<file path="src/rtl/oam_dma_ctrl.sv">
// OAM DMA controller and shared memory-port arbiter.
//
// A CPU write to REG_ADDR latches the source page and, after START_DELAY
// clocks, copies LEN bytes from {src, 8'h00} into OAM at 16'hFE00. Each byte
// takes CYCLES_PER_BYTE clocks: phase 0 reads the source, phase 1 writes OAM,
// and the remaining phases leave the port free for CPU accesses at or above
// 16'hFF00. Lower CPU accesses are blocked for the whole copy.
//
// Ports:
//   clk, reset      system clock, asynchronous active-high reset
//   cpu_addr        CPU address
//   cpu_data_in     CPU write data
//   cpu_rd, cpu_wr  one-cycle CPU read / write strobes
//   cpu_data_out    CPU read data, valid the cycle after cpu_rd
//   cpu_wait        CPU must hold its request this cycle
//   mem_addr        shared memory address
//   mem_wdata       shared memory write data
//   mem_rd, mem_wr  memory strobes; mem_rdata is valid the cycle after mem_rd
//   mem_rdata       memory read data
//   dma_active      high from the trigger write until the last byte is written
module oam_dma_ctrl #(
   parameter logic [15:0] REG_ADDR        = 16'hFF46,
   parameter int unsigned LEN             = 160,
   parameter int unsigned CYCLES_PER_BYTE = 4,
   parameter int unsigned START_DELAY     = 4
) (
   input  logic        clk,
   input  logic        reset,
   input  logic [15:0] cpu_addr,
   input  logic [7:0]  cpu_data_in,
   input  logic        cpu_rd,
   input  logic        cpu_wr,
   output logic [7:0]  cpu_data_out,
   output logic        cpu_wait,
   output logic [15:0] mem_addr,
   output logic [7:0]  mem_wdata,
   output logic        mem_rd,
   output logic        mem_wr,
   input  logic [7:0]  mem_rdata,
   output logic        dma_active
);

   localparam int unsigned PW = $clog2(CYCLES_PER_BYTE);
   localparam int unsigned DW = (START_DELAY > 1) ? $clog2(START_DELAY) : 1;

   localparam logic [PW-1:0] LAST_PHASE = PW'(CYCLES_PER_BYTE - 1);
   localparam logic [DW-1:0] LAST_DELAY = DW'(START_DELAY - 1);
   localparam logic [7:0]    LAST_IDX   = 8'(LEN - 1);
   localparam logic [15:0]   OAM_BASE   = 16'hFE00;
   localparam logic [15:0]   HIGH_BASE  = 16'hFF00;

   typedef enum logic [1:0] {StIdle, StDelay, StXfer} state_e;

   // Source of cpu_data_out in the cycle after a read.
   typedef enum logic [1:0] {RdNone, RdMem, RdReg} rd_src_e;

   state_e        state_q, state_d;
   rd_src_e       rd_src_q, rd_src_d;
   logic [7:0]    src_q, src_d;
   logic [7:0]    idx_q, idx_d;
   logic [PW-1:0] phase_q, phase_d;
   logic [DW-1:0] delay_q, delay_d;

   logic is_reg;
   logic is_high;

   assign is_reg  = (cpu_addr == REG_ADDR);
   assign is_high = (cpu_addr >= HIGH_BASE);

   always_ff @(posedge clk or posedge reset) begin
      if (reset) begin
         state_q  <= StIdle;
         rd_src_q <= RdNone;
         src_q    <= 8'h00;
         idx_q    <= 8'h00;
         phase_q  <= '0;
         delay_q  <= '0;
      end else begin
         state_q  <= state_d;
         rd_src_q <= rd_src_d;
         src_q    <= src_d;
         idx_q    <= idx_d;
         phase_q  <= phase_d;
         delay_q  <= delay_d;
      end
   end

   always_comb begin
      state_d   = state_q;
      rd_src_d  = RdNone;
      src_d     = src_q;
      idx_d     = idx_q;
      phase_d   = phase_q;
      delay_d   = delay_q;
      mem_addr  = cpu_addr;
      mem_wdata = cpu_data_in;
      mem_rd    = 1'b0;
      mem_wr    = 1'b0;
      cpu_wait  = 1'b0;

      unique case (state_q)
         StIdle, StDelay: begin
            // CPU owns the port; the register itself never reaches memory.
            if (!is_reg) begin
               mem_rd = cpu_rd;
               mem_wr = cpu_wr;
               if (cpu_rd) begin
                  rd_src_d = RdMem;
               end
            end
            if (state_q == StDelay) begin
               if (delay_q == LAST_DELAY) begin
                  state_d = StXfer;
                  idx_d   = 8'h00;
                  phase_d = '0;
               end else begin
                  delay_d = delay_q + DW'(1);
               end
            end
         end

         StXfer: begin
            if (phase_q == PW'(0)) begin
               mem_rd   = 1'b1;
               mem_addr = {src_q, idx_q};
            end else if (phase_q == PW'(1)) begin
               // Source byte read in phase 0 is on mem_rdata now; write it straight through.
               mem_wr    = 1'b1;
               mem_addr  = OAM_BASE + {8'h00, idx_q};
               mem_wdata = mem_rdata;
            end else if (is_high && !is_reg) begin
               mem_rd = cpu_rd;
               mem_wr = cpu_wr;
               if (cpu_rd) begin
                  rd_src_d = RdMem;
               end
            end
            // High-page requests stall while the DMA holds the port; low ones are
            // simply blocked (read returns 8'hFF, write is dropped).
            if (is_high && !is_reg && (cpu_rd || cpu_wr) && (phase_q < PW'(2))) begin
               cpu_wait = 1'b1;
            end
            if (phase_q == LAST_PHASE) begin
               phase_d = '0;
               if (idx_q == LAST_IDX) begin
                  state_d = StIdle;
               end else begin
                  idx_d = idx_q + 8'd1;
               end
            end else begin
               phase_d = phase_q + PW'(1);
            end
         end

         default: state_d = StIdle;
      endcase

      if (cpu_rd && is_reg) begin
         rd_src_d = RdReg;
      end

      // Trigger/restart wins over everything, including end of transfer.
      if (cpu_wr && is_reg) begin
         src_d   = cpu_data_in;
         idx_d   = 8'h00;
         phase_d = '0;
         delay_d = '0;
         state_d = StDelay;
      end

      // Outputs collapse to their idle values while reset is held.
      if (reset) begin
         mem_addr  = 16'h0000;
         mem_wdata = 8'h00;
         mem_rd    = 1'b0;
         mem_wr    = 1'b0;
         cpu_wait  = 1'b0;
      end
   end

   always_comb begin
      unique case (rd_src_q)
         RdMem:   cpu_data_out = mem_rdata;
         RdReg:   cpu_data_out = src_q;
         default: cpu_data_out = 8'hFF;
      endcase
   end

   assign dma_active = (state_q != StIdle);

endmodule
</file>
<file path="config.mk">
export PLATFORM = sky130hd
export DESIGN_NAME = oam_dma_ctrl
export DESIGN_NICKNAME = d
export VERILOG_FILES = /design/src/rtl/oam_dma_ctrl.sv
export SDC_FILE = /design/constraint.sdc
export NUM_CORES = 1
export LEC_CHECK = 0
export ABC_CLOCK_PERIOD_IN_PS = 5700
export CAP_MARGIN = 20
export CORE_MARGIN = 5
export CORE_UTILIZATION = 41
export CTS_CLUSTER_SIZE = 12
export DETAILED_ROUTE_END_ITERATION = 8
export PLACE_DENSITY = 0.76
export SYNTH_ARGS = -nofsm -noshare
export SYNTH_HDL_FRONTEND = slang
export SYNTH_SLANG_ARGS = --single-unit
</file>
<file path="constraint.sdc">
create_clock -name clk -period 5.7 [get_ports clk]
set_input_delay 1.425 -clock clk [delete_from_list [all_inputs] [get_ports clk]]
set_output_delay 1.425 -clock clk [all_outputs]
set_load 0.03 [all_outputs]
</file>
==> impl_summary.md, run 1 <==
Placed design
The half-perimeter wire length after detailed placement is between 4000 and 5000 microns. At the end of routability-driven placement, the weighted congestion stood at 0.8524. The quantity of I/O buffers inserted on ports is 71. The cell count after placement is 323.

Layout
In the final layout, the multi-input gates occupy 1099 sq um. The fill cell total of the finished layout is 399. Across the whole layout, storage elements account for 600.6 sq um.

The count of antenna diodes in the layout is 0. The number of nets in the final layout is between 300 and 400. The area added between synthesis and finish is 42.24%.

Leaving out filler cells and counting taps, the final layout contains 326. Of the cells placed in the final design, the portion with a size suffix greater than 1 is 0.06934.

Critical path
In this run the critical register-to-register path is captured at idx_q[5]. The most critical setup path has its startpoint at cpu_addr[1]. Counting buffers and inverters, the worst setup path is 6 cells deep. Traced cell by cell, the critical path runs through clkdlybuf4s50_1 -> or4bb_1 -> or4_4 -> a32oi_1 -> a211oi_1 -> clkdlybuf4s50_1. The buffer and inverter count on the worst path is 2.

Of all nets on the critical path, the largest fanout is 6. The cell family contributing the most delay on the critical path is simple AND/OR/NAND/NOR gates. The capture point of the critical path is mem_rd. The critical path in this run is classified as in -> out. Data on the critical path is required at its endpoint by 4280 ps. The setup slack of the most critical reg-to-reg path is ~3500 ps.

The cell with the largest stage delay on the worst path is or4_4. The cell that appears most often on the critical path is clkdlybuf4s50_1. The critical register-to-register path startpoint is state_q[0].

For the worst setup path, the data arrival time is 3950 ps. For the worst flop-to-flop path, the logic depth is 4. The worst setup path is captured at an output port.

For this run, the slowest stage of the critical path takes 630 ps. The worst setup path is launched from an input port.

Routing
For this run, design rule violations remaining after detail routing come to 0. The average detailed-routed wire length per instance is between 15 and 20 microns. The number of DRC violations after detailed-routing iteration 0 is 102.

The total via count in the routed design is 1880. The first detailed-routing pass ran for 4 iterations. Using the TritonRoute via totals, the vias-per-cell ratio works out to 5.767. After detailed routing, the total wire length is between 5000 and 6000 microns. The final antenna-violating net count is 0.

Run status
The flow ran to the end, and the final reports show no timing, DRC or antenna violations.

Synth
Of all flip-flops after synthesis, the portion carrying an async set or reset was 1.000. Counting distinct cell types in the post-synthesis netlist gives 42. The post-synthesis sequential area ratio is 0.3324.

The number of synthesis warnings is 0. The netlist area before placement is 1807 sq um. The synthesized design contains 24 register bits.

The average size of a mapped cell is ~8.6 sq um. Synthesis produced a netlist with a net count of 253. Among all flip-flop cells after synthesis, the most frequent one is dfrtp_1.

The number of flops mapped to enable cells by yosys is 0. Synthesis produced a netlist whose cell count is 210.

CTS
The number of cells upsized or downsized after cts is 0. The clock tree from TritonCTS is done. The number of setup buffers added after CTS is 0.

The post-cts hold buffer count is 0. Counting along the longest clock path gives a buffer depth of 2. Buffers inserted during clock tree synthesis total 3.

The buffer type at the clock tree root is clkbuf_8. The H-tree depth is 1. The clock sink count is 24. Clock-pin slew was measured on the worst setup and hold paths at 80 ps. The clock latency of the later-clocked register in the worst-skew pair is 270 ps.

Floorplanning
The I/O pin total is 72. The cell row count is 24. The vertical die dimension is 76.38 microns. For this configuration, the core starts out at a cell density of 0.4178.

In this run the horizontal extent of the chip is 76.38 microns. The floorplan step defined a core boundary enclosing ~4300 sq um. The die area is roughly 5800 sq um.

Worst hold path
Along the worst hold path, the cell count comes to 2. The path class of the tightest hold or removal check is reg -> reg.

STA
Measured against its own limit, the worst slew margin works out to 0.3543. The final-layout worst hold slack is around 530 ps. The final critical-path required period is 5380 ps. Setup repair after global routing left no endpoint under its margin. The max-slew violation count is 0. The accumulated negative setup slack is 0 ps. The final critical-path share of the clock period is 0.9438.

The count of endpoints failing hold in the final timing report is 0. The upper clock frequency limit is 185.9 MHz. On the final layout, the worst clock skew is 3.781 ps. At the pin with the least slew margin, the transition time is 965.1 ps. The total setup violations reported at the end of the flow is 0.

Power
After layout, the design draws a total of 528.6 uW. Dividing total power by cell area gives a power density of 205.7 nW/um^2. The analysis attributes to cell leakage a power of 0.001033 uW. The worst ir drop on vdd is 0.0001358 V.

GRT
The final global-route overflow total is 0. The wire length of the first global-routing pass is 9211 microns. The number of antenna violations at the first check in global routing is 0. The number of global-route vias before repair was 1794. The overall track demand over capacity in global routing is 0.1904. Entering global routing, the biggest net connects 28 pins.

Flow run
Max-cap violations in this run came to 0.
-- layout make-up --
class,count,share of cell area
clock buffers,3,0.01607
inverters,9,0.01315
multi-input cells,164,0.4275
flip-flops and latches,24,0.2337
well taps,52,0.02532
repair buffers,74,0.2843
-- power breakdown --
group | leakage (uW) | internal [uW] | total, uW | switching (uW)
Sequential | 0.000310 | 189 | 218 | 28.7
Combinational | 0.000702 | 93.1 | 207 | 114
Clock | 0.0000216 | 47.4 | 103 | 56.0
Total | 0.00103 | 330 | 529 | 199
-- cell families (layout without fill, tap and decap cells) --
family                   Yosys count  in the layout  synth area share
multiplexers                      17             17            0.1122
AO/OA/AOI/OAI                     58             58            0.2126
buffers and inverters             22             86           0.05956
AND/OR/NAND/NOR                   81             81            0.2299
XOR/XNOR                           1              1          0.004849
flip-flops                        24             24            0.3324
adder cells (fa/ha/maj)            7              7           0.04847
-- stage by stage --
| stage | setup WS [ps] | cell area [sq um] | utilization |
|---|---|---|---|
| after floorplan | 1026 | 1807 | - |
| final | 320.2 | 2570 | 0.5943 |
| after CTS | 322.4 | 2570 | 0.5943 |
| after detailed placement | 326.4 | 2529 | 0.5848 |
| after global routing | 217.4 | 2570 | 0.5943 |
| after global placement | 353.2 | 2529 | 0.5848 |
-- cells in the mapped netlist (3+ instances only) --
cell / n / area, sq um
nor2_1: 27 / 101.4
dfrtp_1: 24 / 600.6
nand2_1: 21 / 78.83
a21oi_1: 20 / 100.1
inv_1: 9 / 33.78
mux2i_1: 9 / 90.09
a221o_1: 8 / 80.08
o22ai_1: 8 / 50.05
clkbuf_1: 7 / 26.28
ha_1: 7 / 87.58
mux2_4: 6 / 90.09
a211oi_1: 5 / 37.54
nor2b_1: 5 / 31.28
o21ai_0: 5 / 25.02
and3_1: 4 / 25.02
nor3_1: 4 / 20.02
a31oi_1: 3 / 18.77
a32oi_1: 3 / 26.28
buf_1: 3 / 11.26
nand3_1: 3 / 15.01
nand4_1: 3 / 18.77
-- how the worst min path moves through the flow --
stage | start | end | slack, ps
finish | delay_q[1] | delay_q[1] | 530
CTS | delay_q[1] | delay_q[1] | 540
detailed placement | delay_q[1] | delay_q[1] | 520
global placement | delay_q[1] | delay_q[1] | 510
floorplan | delay_q[1] | delay_q[1] | 490
global route | src_q[5] | src_q[5] | 570
-- placed cells by master, fill, tap and decap left out, types with 3 or more instances in the layout --
| cell type | count |
|---|---|
| clkdlybuf4s50_1 | 70 |
| a211oi_1 | 5 |
| a32oi_1 | 3 |
| o21ai_0 | 5 |
| mux2_4 | 6 |
| a21oi_1 | 20 |
| dfrtp_1 | 24 |
| nor2b_1 | 5 |
| nand3_1 | 3 |
| buf_4 | 4 |
| ha_1 | 7 |
| nor3_1 | 4 |
| and3_1 | 4 |
| clkbuf_8 | 3 |
| nand2_1 | 21 |
| nor2_1 | 27 |
| a221o_1 | 8 |
| a31oi_1 | 3 |
| inv_1 | 9 |
| mux2i_1 | 9 |
| o22ai_1 | 8 |
| nand4_1 | 3 |
-- worst register-to-register path: cells and delay by family (launching register included) --
family	cells	cell delay, ps
compound gates	3	1250
flops	1	470
simple gates	1	390
-- routing by layer --
metal / vias to the layer above / global-route usage / routed length (microns)
li1: 907 / - / -
met1: 871 / 0.2414 / 2389
met2: 96 / 0.3202 / 2622
met3: 6 / 0.04374 / 458
met4: 0 / 0.05769 / 60
met5: - / 0 / 0
-- registers in the layout (all words and copies together), names as in the netlist --
signal / flops
delay_q: 2
idx_q: 8
phase_q: 2
rd_src_q: 2
src_q: 8
state_q: 2
Note: power is estimated with default switching activity, not from simulation.
==> inputs of run 2 (changes only) <==
- CORE_ASPECT_RATIO: unset -> 0.9
- CTS_CLUSTER_DIAMETER: unset -> 60
==> run 2 against run 1 <==
Effect of this change: sequential share of layout area fell by 0.42 points; flip-flop and latch count did not move; global-route usage fell by 0.31 points; clock skew rose by 0.73 ps; hold slack improved by 15 ps; critical path depth unchanged; critical endpoint unchanged; largest cell class unchanged; largest power group unchanged; highest routed layer unchanged.
==> impl_summary.md, run 2 (same netlist as run 1, synthesis figures left out) <==
Critical path
The worst setup path is captured at an output port. STA puts the critical path data required time at 4280 ps. STA classifies the critical path startpoint as an input port.

The setup path with the least slack is of type in -> out. In this run the register-to-register setup slack is 3550 ps. The highest net fanout along the worst path is 6. The data arrival time at the worst-slack endpoint is a little under 4000 ps.

STA
The setup skew after layout is 4.506 ps. Derived from the worst setup path, the maximum achievable clock frequency is 186.7 MHz. The max-slew violation count is 0.

The final critical-path share of the clock period is 0.9398. The worst pin sits at a relative slew slack of 0.4417. For the pin with the worst max-slew slack, the measured transition is between 800 and 900 ps. The routed design could run at a clock period as short as ~5400 ps. Setup repair after global routing left no endpoint under its margin.

The accumulated negative setup slack is 0 ps. Setup violations remaining at the end of the flow were counted as 0. The count of endpoints failing hold in the final timing report is 0.

Floorplanning
The overall die width is approximately 80 microns. 72 I/O pins were placed. The core region is 4156 sq um.

The initial cell density of the core is 0.4347. The cell row count is 22. The vertical die dimension is 72.98 microns.

The die area is 5836 sq um.

Layout
After routing the design area is 2618 sq um. The post-layout utilization of the core is 0.6297. Counting the fill cells in the layout gives 377. The library cells used most frequently in the layout, excluding fill and tap cells, are clkdlybuf4s50_1, nor2_1, dfrtp_1.

In the final layout, the registers with the most flip-flops are idx_q: 8 flops, src_q: 8 flops. From synthesis to final layout, the design area changed by 44.88%. The number of nets in the final layout is 320. The count of antenna diodes in the layout is 0.

In the final layout, the share of cells above drive strength 1 is 0.07609. The commonest non-fill, non-tap cell in the layout is clkdlybuf4s50_1.

Placed design
The half-perimeter wire length after detailed placement is ~4100 microns. The quantity of I/O buffers inserted on ports is 71. Routability-driven placement finished with a final weighted congestion of 0.8655. The placed instance area is 2539 sq um.

Routing
In this run the top signal layer used is met4. The wire length on met1 is 2461 microns. The routed length on met2 is about 2400 microns. Summed over all layers, the routed wires come to 5387 microns. The detail route stage leaves a number of antenna-violating nets equal to 0.

Using the TritonRoute via totals, the vias-per-cell ratio works out to 5.518. The final route contains 1854 vias. The wire length on met3 is between 400 and 500 microns. The total iterations of the first detailed-routing run is 4. The number of DRC violations after detailed-routing iteration 0 is 87. The average detailed-routed wire length per instance is about 16 microns.

The count of unresolved DRC violations after routing is 0.

CTS
The number of gates resized after CTS was 0. After clock tree synthesis, the clock-pin slew on the worst setup and hold paths is 80 ps. The post-cts hold buffer count is 0. The clock tree from TritonCTS is done. The clock latency of the later-clocked register in the worst-skew pair is 270 ps. The number of buffers added by the clock tree synthesis step is 3. The longest clock path from root to sink contains 2 buffers.

The buffer type at the clock tree root is clkbuf_8. The clock sink count is 24. In this run the number of H-tree levels came out at 1. The count of buffers added by post-CTS timing repair for setup is 0.

GRT
The number of global-route vias before repair was 1814. The first global-routing pass estimated around 8700 microns of wire. The largest net degree at the start of global routing is 25. The number of antenna violations at the first check in global routing is 0. The total overflow left after global routing is 0. Across every metal layer, demand over resource in global routing totals 0.1874.

Power
Summed over all cells, the static leakage comes to 0.001052 uW. The worst ir drop on vdd is roughly 0.00022 V. Dividing total power by cell area gives a power density of 219.7 nW/um^2.

Flow run
The tool flagged a number of max-cap violations equal to 0.

Run status
The run finished with clean final reports.

Worst hold path
The worst hold path belongs to the class reg -> reg.
==> run 2: worst max-delay path, stage by stage <==
cell	delay, ps
clkdlybuf4s50_1	470
or4bb_1	500
or4_4	620
a32oi_1	220
a211oi_1	60
clkdlybuf4s50_1	630
==> run 2: final timing paths <==
| kind | cells after the start | start | endpoint |
|---|---|---|---|
| worst max-delay path | 6 | cpu_addr[1] | mem_rd |
| worst min-delay path | 1 | src_q[2] | src_q[2] |
| worst max register to register | 5 | idx_q[0] | idx_q[5] |
| worst min register to register | 1 | src_q[2] | src_q[2] |
| max in group asynchronous | 4 | reset | state_q[1] |
| min in group asynchronous | 4 | reset | src_q[0] |
==> run 2: layout make-up <==
cell class	count	area (sq um)	share of cell area
Clock buffer	3	41.29	0.01577
Clock inverter	1	30.03	0.01147
Inverter	9	33.78	0.01291
Multi-Input combinational cell	164	1099	0.4197
Sequential cell	24	600.6	0.2294
Tap cell	60	75.07	0.02868
Timing Repair Buffer	75	738.2	0.2820
==> run 2: where the power goes <==
group / switching (uW) / internal (uW)
combinational: 114 / 94.5
sequential: 28.2 / 189
clock: 54.8 / 93.9
==> run 2: routing by layer <==
| metal | GRT usage | vias up |
|---|---|---|
| met4 | 0.05066 | 0 |
| met5 | 0 | - |
| met3 | 0.03704 | 5 |
| met1 | 0.2523 | 866 |
| met2 | 0.3070 | 77 |
| li1 | - | 906 |
==> run 2: per-stage QoR <==
| stage | hold WS, ps | setup WS (ps) | total power [uW] | instances |
|---|---|---|---|---|
| final | 548.8 | 343.2 | 575.2 | 336 |
| after global routing | 589.7 | 241.2 | 613.1 | 336 |
| after CTS | 548.1 | 336.1 | 579.9 | 335 |
| after detailed placement | 528.2 | 336.2 | 428.1 | 331 |
| after global placement | 508.2 | 328.6 | 425.0 | 331 |
| after floorplan | 490.3 | 1026 | 333.8 | 210 |
